## config.mk

```make
export PLATFORM = sky130hd
export DESIGN_NAME = mastermind_ctrl
export DESIGN_NICKNAME = d
export VERILOG_FILES = /design/src/rtl/mastermind_pkg.sv /design/src/rtl/mastermind_ctrl.sv
export SDC_FILE = /design/constraint.sdc
export NUM_CORES = 1
export LEC_CHECK = 0
export ABC_AREA = 1
export CAP_MARGIN = 20
export CORE_ASPECT_RATIO = 1.1
export CORE_UTILIZATION = 30
export DETAILED_ROUTE_END_ITERATION = 12
export PLACE_DENSITY = 0.48
export RECOVER_POWER = 100
export SKIP_LAST_GASP = 1
export SYNTH_ARGS = -nofsm -noshare
export SYNTH_HDL_FRONTEND = slang
export SYNTH_SLANG_ARGS = --single-unit
```

## constraint.sdc

```tcl
create_clock -name clk -period 5.2 [get_ports clk]
set_input_delay 1.04 -clock clk [delete_from_list [all_inputs] [get_ports clk]]
set_output_delay 1.04 -clock clk [all_outputs]
set_load 0.02 [all_outputs]
```

## src/rtl/mastermind_pkg.sv

```systemverilog
// Shared constants for the Mastermind round sequencer:
// state codes, position count and bank-select values.
package mastermind_pkg;

    localparam logic [2:0] SENHA     = 3'd0;
    localparam logic [2:0] PALPITE   = 3'd1;
    localparam logic [2:0] COMPARA   = 3'd2;
    localparam logic [2:0] RESULTADO = 3'd3;
    localparam logic [2:0] VITORIA   = 3'd4;
    localparam logic [2:0] DERROTA   = 3'd5;

    localparam int NUM_POS = 4;

    localparam logic MODO_SENHA   = 1'b0;
    localparam logic MODO_PALPITE = 1'b1;

endpackage

```

## src/rtl/mastermind_ctrl.sv

```systemverilog
// Mastermind round sequencer: stores secret and guess, scores
// exact hits serially over four cycles and tracks attempts.
module mastermind_ctrl
    import mastermind_pkg::*;
#(
    parameter int DIGIT_W  = 3,
    parameter int MAX_TENT = 6
) (
    input  logic               clk,
    input  logic               rst_n,
    input  logic [DIGIT_W-1:0] digito,
    input  logic               confirma,
    output logic               modo,
    output logic               s1,
    output logic               s0,
    output logic [2:0]         acertos,
    output logic [3:0]         tentativas,
    output logic               ocupado,
    output logic               resultado_valido,
    output logic               venceu,
    output logic               perdeu
);

    logic [2:0]         r_state;
    logic [1:0]         r_pos;
    logic [DIGIT_W-1:0] r_secret [NUM_POS];
    logic [DIGIT_W-1:0] r_guess  [NUM_POS];
    logic [2:0]         r_acc;
    logic [2:0]         r_acertos;
    logic [3:0]         r_tent;

    logic       w_match;
    logic [2:0] w_total;
    logic       w_legal;
    logic       w_clear;
    logic [3:0] w_max;

    assign w_max   = 4'(MAX_TENT);
    assign w_match = (r_secret[r_pos] == r_guess[r_pos]);
    assign w_total = r_acc + 3'(w_match);

    assign w_legal = (r_state == SENHA)     ||
                     (r_state == PALPITE)   ||
                     (r_state == COMPARA)   ||
                     (r_state == RESULTADO) ||
                     (r_state == VITORIA)   ||
                     (r_state == DERROTA);

    // End of game on confirma, or a corrupted state, restarts the round.
    assign w_clear = !w_legal ||
                     (confirma &&
                      ((r_state == VITORIA) ||
                       (r_state == DERROTA)));

    always_ff @(posedge clk or negedge rst_n) begin
        if (!rst_n) begin
            r_state   <= SENHA;
            r_pos     <= 2'd0;
            r_acc     <= 3'd0;
            r_acertos <= 3'd0;
            r_tent    <= 4'd0;
            for (int i = 0; i < NUM_POS; i++) begin
                r_secret[i] <= '0;
                r_guess[i]  <= '0;
            end
        end else if (w_clear) begin
            r_state   <= SENHA;
            r_pos     <= 2'd0;
            r_acc     <= 3'd0;
            r_acertos <= 3'd0;
            r_tent    <= 4'd0;
            for (int i = 0; i < NUM_POS; i++) begin
                r_secret[i] <= '0;
                r_guess[i]  <= '0;
            end
        end else begin
            unique case (r_state)
                SENHA: begin
                    if (confirma) begin
                        r_secret[r_pos] <= digito;
                        r_pos           <= r_pos + 2'd1;
                        if (r_pos == 2'd3) begin
                            r_state <= PALPITE;
                        end
                    end
                end
                PALPITE: begin
                    if (confirma) begin
                        r_guess[r_pos] <= digito;
                        r_pos          <= r_pos + 2'd1;
                        if (r_pos == 2'd3) begin
                            r_state <= COMPARA;
                            r_acc   <= 3'd0;
                            r_tent  <= r_tent + 4'd1;
                        end
                    end
                end
                COMPARA: begin
                    r_pos <= r_pos + 2'd1;
                    if (r_pos == 2'd3) begin
                        r_acertos <= w_total;
                        if (w_total == 3'd4) begin
                            r_state <= VITORIA;
                        end else if (r_tent == w_max) begin
                            r_state <= DERROTA;
                        end else begin
                            r_state <= RESULTADO;
                        end
                    end else begin
                        r_acc <= w_total;
                    end
                end
                RESULTADO: begin
                    if (confirma) begin
                        r_state <= PALPITE;
                        r_pos   <= 2'd0;
                    end
                end
                default: begin
                end
            endcase
        end
    end

    assign modo = (r_state == SENHA) ? MODO_SENHA : MODO_PALPITE;
    assign s1   = r_pos[1];
    assign s0   = r_pos[0];

    assign acertos    = r_acertos;
    assign tentativas = r_tent;

    assign ocupado          = (r_state == COMPARA);
    assign venceu           = (r_state == VITORIA);
    assign perdeu           = (r_state == DERROTA);
    assign resultado_valido = (r_state == RESULTADO) ||
                              (r_state == VITORIA)   ||
                              (r_state == DERROTA);

endmodule
```

==> impl_metrics.py <==
metrics = {
    "run_status": {
        "status": "finished, violations left",
        "failed_checks": "max-capacitance violations, max-slew violations",
    },
    "sta": {
        "hold_viol_final": 0,
        "max_slew_margin_pct": -42.39,
        "fin_ws_ns": 1.451,
        "worstMarginPinSlew_ns": 2.136,
        "whs_ns": 0.4843,
        "setup_violations": 0,
        "post-route-period-util_pct": 72.10,
        "grt_setup_unrepaired": "no",
        "fmax_mhz": 266.7,
        "finalMaxSlewViolations": 56,
        "post-route-min-period_ns": 3.749,
        "setup-tns-final_ns": 0,
        "fin_skew_ns": 0.005300,
    },
    "critical_path": {
        "reg2reg_setup_slack_ns": 2.27,
        "slowest_delay_ns": 1.32,
        "cp_slowest_cell": "o21ai_0",
        "cp.arrival_ns": 3.92,
        "critPathRequiredTime_ns": 5.37,
        "path_cells": "dlygate4sd3_1 > o21ai_0 > nand2_1 > nand2_1 > inv_1 > nand2_1 > o21ai_0",
        "path_class": "in2reg",
        "timing.rr.end": "r_guess[0]$_DFFE_PN0P_",
        "cp-end-kind": "flip-flop",
        "r2r_start": "r_state[1]$_DFFE_PN0P_",
        "reg2regPathDepth": 6,
        "cp_max_fo": 15,
        "critPathLaunchType": "input pin",
        "crit_path_frequent_cell": "nand2_1",
    },
    "clock_tree": {
        "root_buffer": "clkbuf_8",
        "cts_tree": "built",
        "clock_latency_ns": 0.29,
        "cts_buffers": 5,
        "cts_sinks": 39,
        "post_cts_buffers": 0,
        "clockBufferDepth": 2,
        "htree_levels": 2,
        "cts_hold_buffers": 0,
        "path_clk_slew_ns": 0.08,
        "cts_resized": 0,
    },
    "power": {
        "p_per_area_nw_per_um2": 555.8,
        "leakage_nw": 1.324,
        "ir_worst_vdd_mv": 0.1749,
    },
    "die": {
        "row_count": 32,
        "die_y_um": 91.32,
        "initial_core_util_pct": 31.05,
        "io_pins": 20,
        "core_region_area_um2": 7007,
        "die_x_um": 83.20,
        "dieArea_um2": 7598,
    },
    "placed_design": {
        "dpl.hpwl_um": 3793,
        "gp_congestion": 0.7794,
        "placed_area_um2": 2447,
        "pre_cts_ws_ns": 2.324,
        "dpl.cell_count": 411,
        "io_buffers": 19,
    },
    "finish": {
        "fill_cells": 774,
        "finalInstanceArea_um2": 2525,
        "drive_gt1_share_pct": 4.805,
        "syn2layout_area_growth_pct": 16.04,
        "finalNonFillerCells": 418,
        "diodes": 0,
        "nNetsFinal": 347,
    },
    "route": {
        "ant_nets": 0,
        "drt-initial-drc-count": 65,
        "wl_per_cell_um": 12.29,
        "drtPass1Iterations": 4,
        "drc": 0,
        "routed_wl_um": 5139,
        "viasPerCell": 4.562,
        "num_vias": 1907,
    },
    "logic_synthesis": {
        "netlist_instances": 311,
        "synth_top_area_share_pct": 44.85,
        "syn_area_per_cell_um2": 6.996,
        "synth_top_family_by_area": "simple AND/OR/NAND/NOR gates",
        "ys_seq_area_share_pct": 44.85,
        "synth_area_leaders": "dfrtp_1 45%, nand2_1 20%, nor2_1 6.9%",
        "synth_mux_area_share_pct": 0,
        "syn_area_um2": 2176,
        "yosysTopAreaCell": "dfrtp_1",
        "synth_compound_area_share_pct": 8.856,
        "yosysWarnings": 0,
        "synth_fp_nets": 325,
        "ys_ff_latch": 39,
        "synth-adder-area-share_pct": 4.600,
        "yosysUniqueCellTypes": 21,
        "synth_xor_area_share_pct": 0.4025,
        "synth-simple-area-share_pct": 32.95,
    },
    "grt": {
        "grt_pass1_wl_um": 8942,
        "grt_max_degree": 40,
        "grt-ovfl-total": 0,
        "grt_pass1_vias": 1894,
        "grt_antenna_before_repair": 0,
        "track_usage_pct": 14.74,
    },
    "job": {
        "cap_violations": 2,
    },
    "hold_path": {
        "holdPathStages": 2,
        "hp-class": "reg2reg",
        "hold_end": "r_guess[8]$_DFFE_PN0P_",
        "hold_path.startpoint": "r_guess[8]$_DFFE_PN0P_",
    },
}
## cell usage in the layout (no fill, tap or decap), types with 5 or more instances in the layout
cell / count
nand3_1: 12
a21oi_1: 7
inv_2: 5
nand2_1: 118
o21ai_0: 27
ha_1: 8
clkbuf_8: 6
nor2_1: 41
inv_1: 37
dfrtp_1: 39
dlygate4sd3_1: 14
## sequential cells by signal, indices dropped and copies added (netlist names)
| name | cells |
|---|---|
| r_guess | 12 |
| r_secret | 12 |
| tentativas | 4 |
| acertos | 3 |
| r_acc | 3 |
| r_state | 3 |
| r_pos | 2 |
## cell families after synthesis
kind of cell             after synthesis
AND/OR/NAND/NOR                      179
AO/OA/AOI/OAI                         37
XOR/XNOR                               1
buffers and inverters                 47
flip-flops                            39
adder cells (fa/ha/maj)                8
## per-stage QoR
stage | util [%] | power, mW
floorplan | - | 1.010
finish | 36.04 | 1.403
detailed placement | 34.93 | 1.233
CTS | 36.18 | 1.455
global placement | 34.93 | 1.228
global route | 36.04 | 1.552
## per-layer routing
metal | up-vias | track usage (%) | wire length, um | part of all wire [%]
li1 | 1001 | - | - | -
met1 | 873 | 18.76 | 2445 | 48
met2 | 27 | 24.93 | 2452 | 48
met3 | 6 | 3.000 | 171 | 3.3
met4 | 0 | 4.741 | 70 | 1.4
met5 | - | 0 | 0 | 0
## power breakdown
group          internal (mW)  leakage, nW  total, mW  switching [mW]
logic                  0.239        0.789      0.649           0.411
registers              0.435        0.488      0.542           0.108
clock network          0.104       0.0470      0.212           0.107
## cell usage after synthesis
library cell,count
nand2_2,2
nand2_1,117
inv_2,6
nand4_1,3
o22ai_1,1
ha_1,8
o21ai_1,15
clkinv_1,1
nor2_1,40
and2_1,1
buf_2,4
a21oi_1,7
nand3_1,12
inv_1,36
o211ai_1,1
o21ai_2,1
dfrtp_1,39
xor2_1,1
nor2_4,1
nor2_2,3
o21ai_0,12
## worst max path at each step
stage | from | endpoint | slack (ns) | depth (start not counted)
3_5_place_dp | confirma | r_guess[0]$_DFFE_PN0P_ | 2.32 | 8
2_1_floorplan | r_state[2]$_DFFE_PN0P_ | resultado_valido | 3.23 | 4
3_3_place_gp | confirma | tentativas[0]$_DFFE_PN0P_ | 2.39 | 8
4_1_cts | r_state[0]$_DFFE_PN0P_ | ocupado | 2.30 | 4
6_report | confirma | r_guess[0]$_DFFE_PN0P_ | 1.45 | 7
5_1_grt | confirma | r_guess[1]$_DFFE_PN0P_ | 1.20 | 8
## area by class of cell
type | instances | area, um^2 | share of cell area (%)
Clock inverter | 1 | 5.005 | 0.1982
Timing Repair Buffer | 19 | 183.9 | 7.284
Inverter | 43 | 161.4 | 6.392
Clock buffer | 6 | 82.58 | 3.271
Multi-Input combinational cell | 225 | 1010 | 39.99
Sequential cell | 39 | 975.9 | 38.65
Tap cell | 85 | 106.4 | 4.212
## critical path, delay by kind of cell
| kind | cells | cell delay, ns |
|---|---|---|
| AOI/OAI and AO/OA | 2 | 1.44 |
| buffers and inverters | 2 | 0.79 |
| and+or+nand+nor | 3 | 0.64 |
No activity file was read; power rests on OpenSTA's default activity.
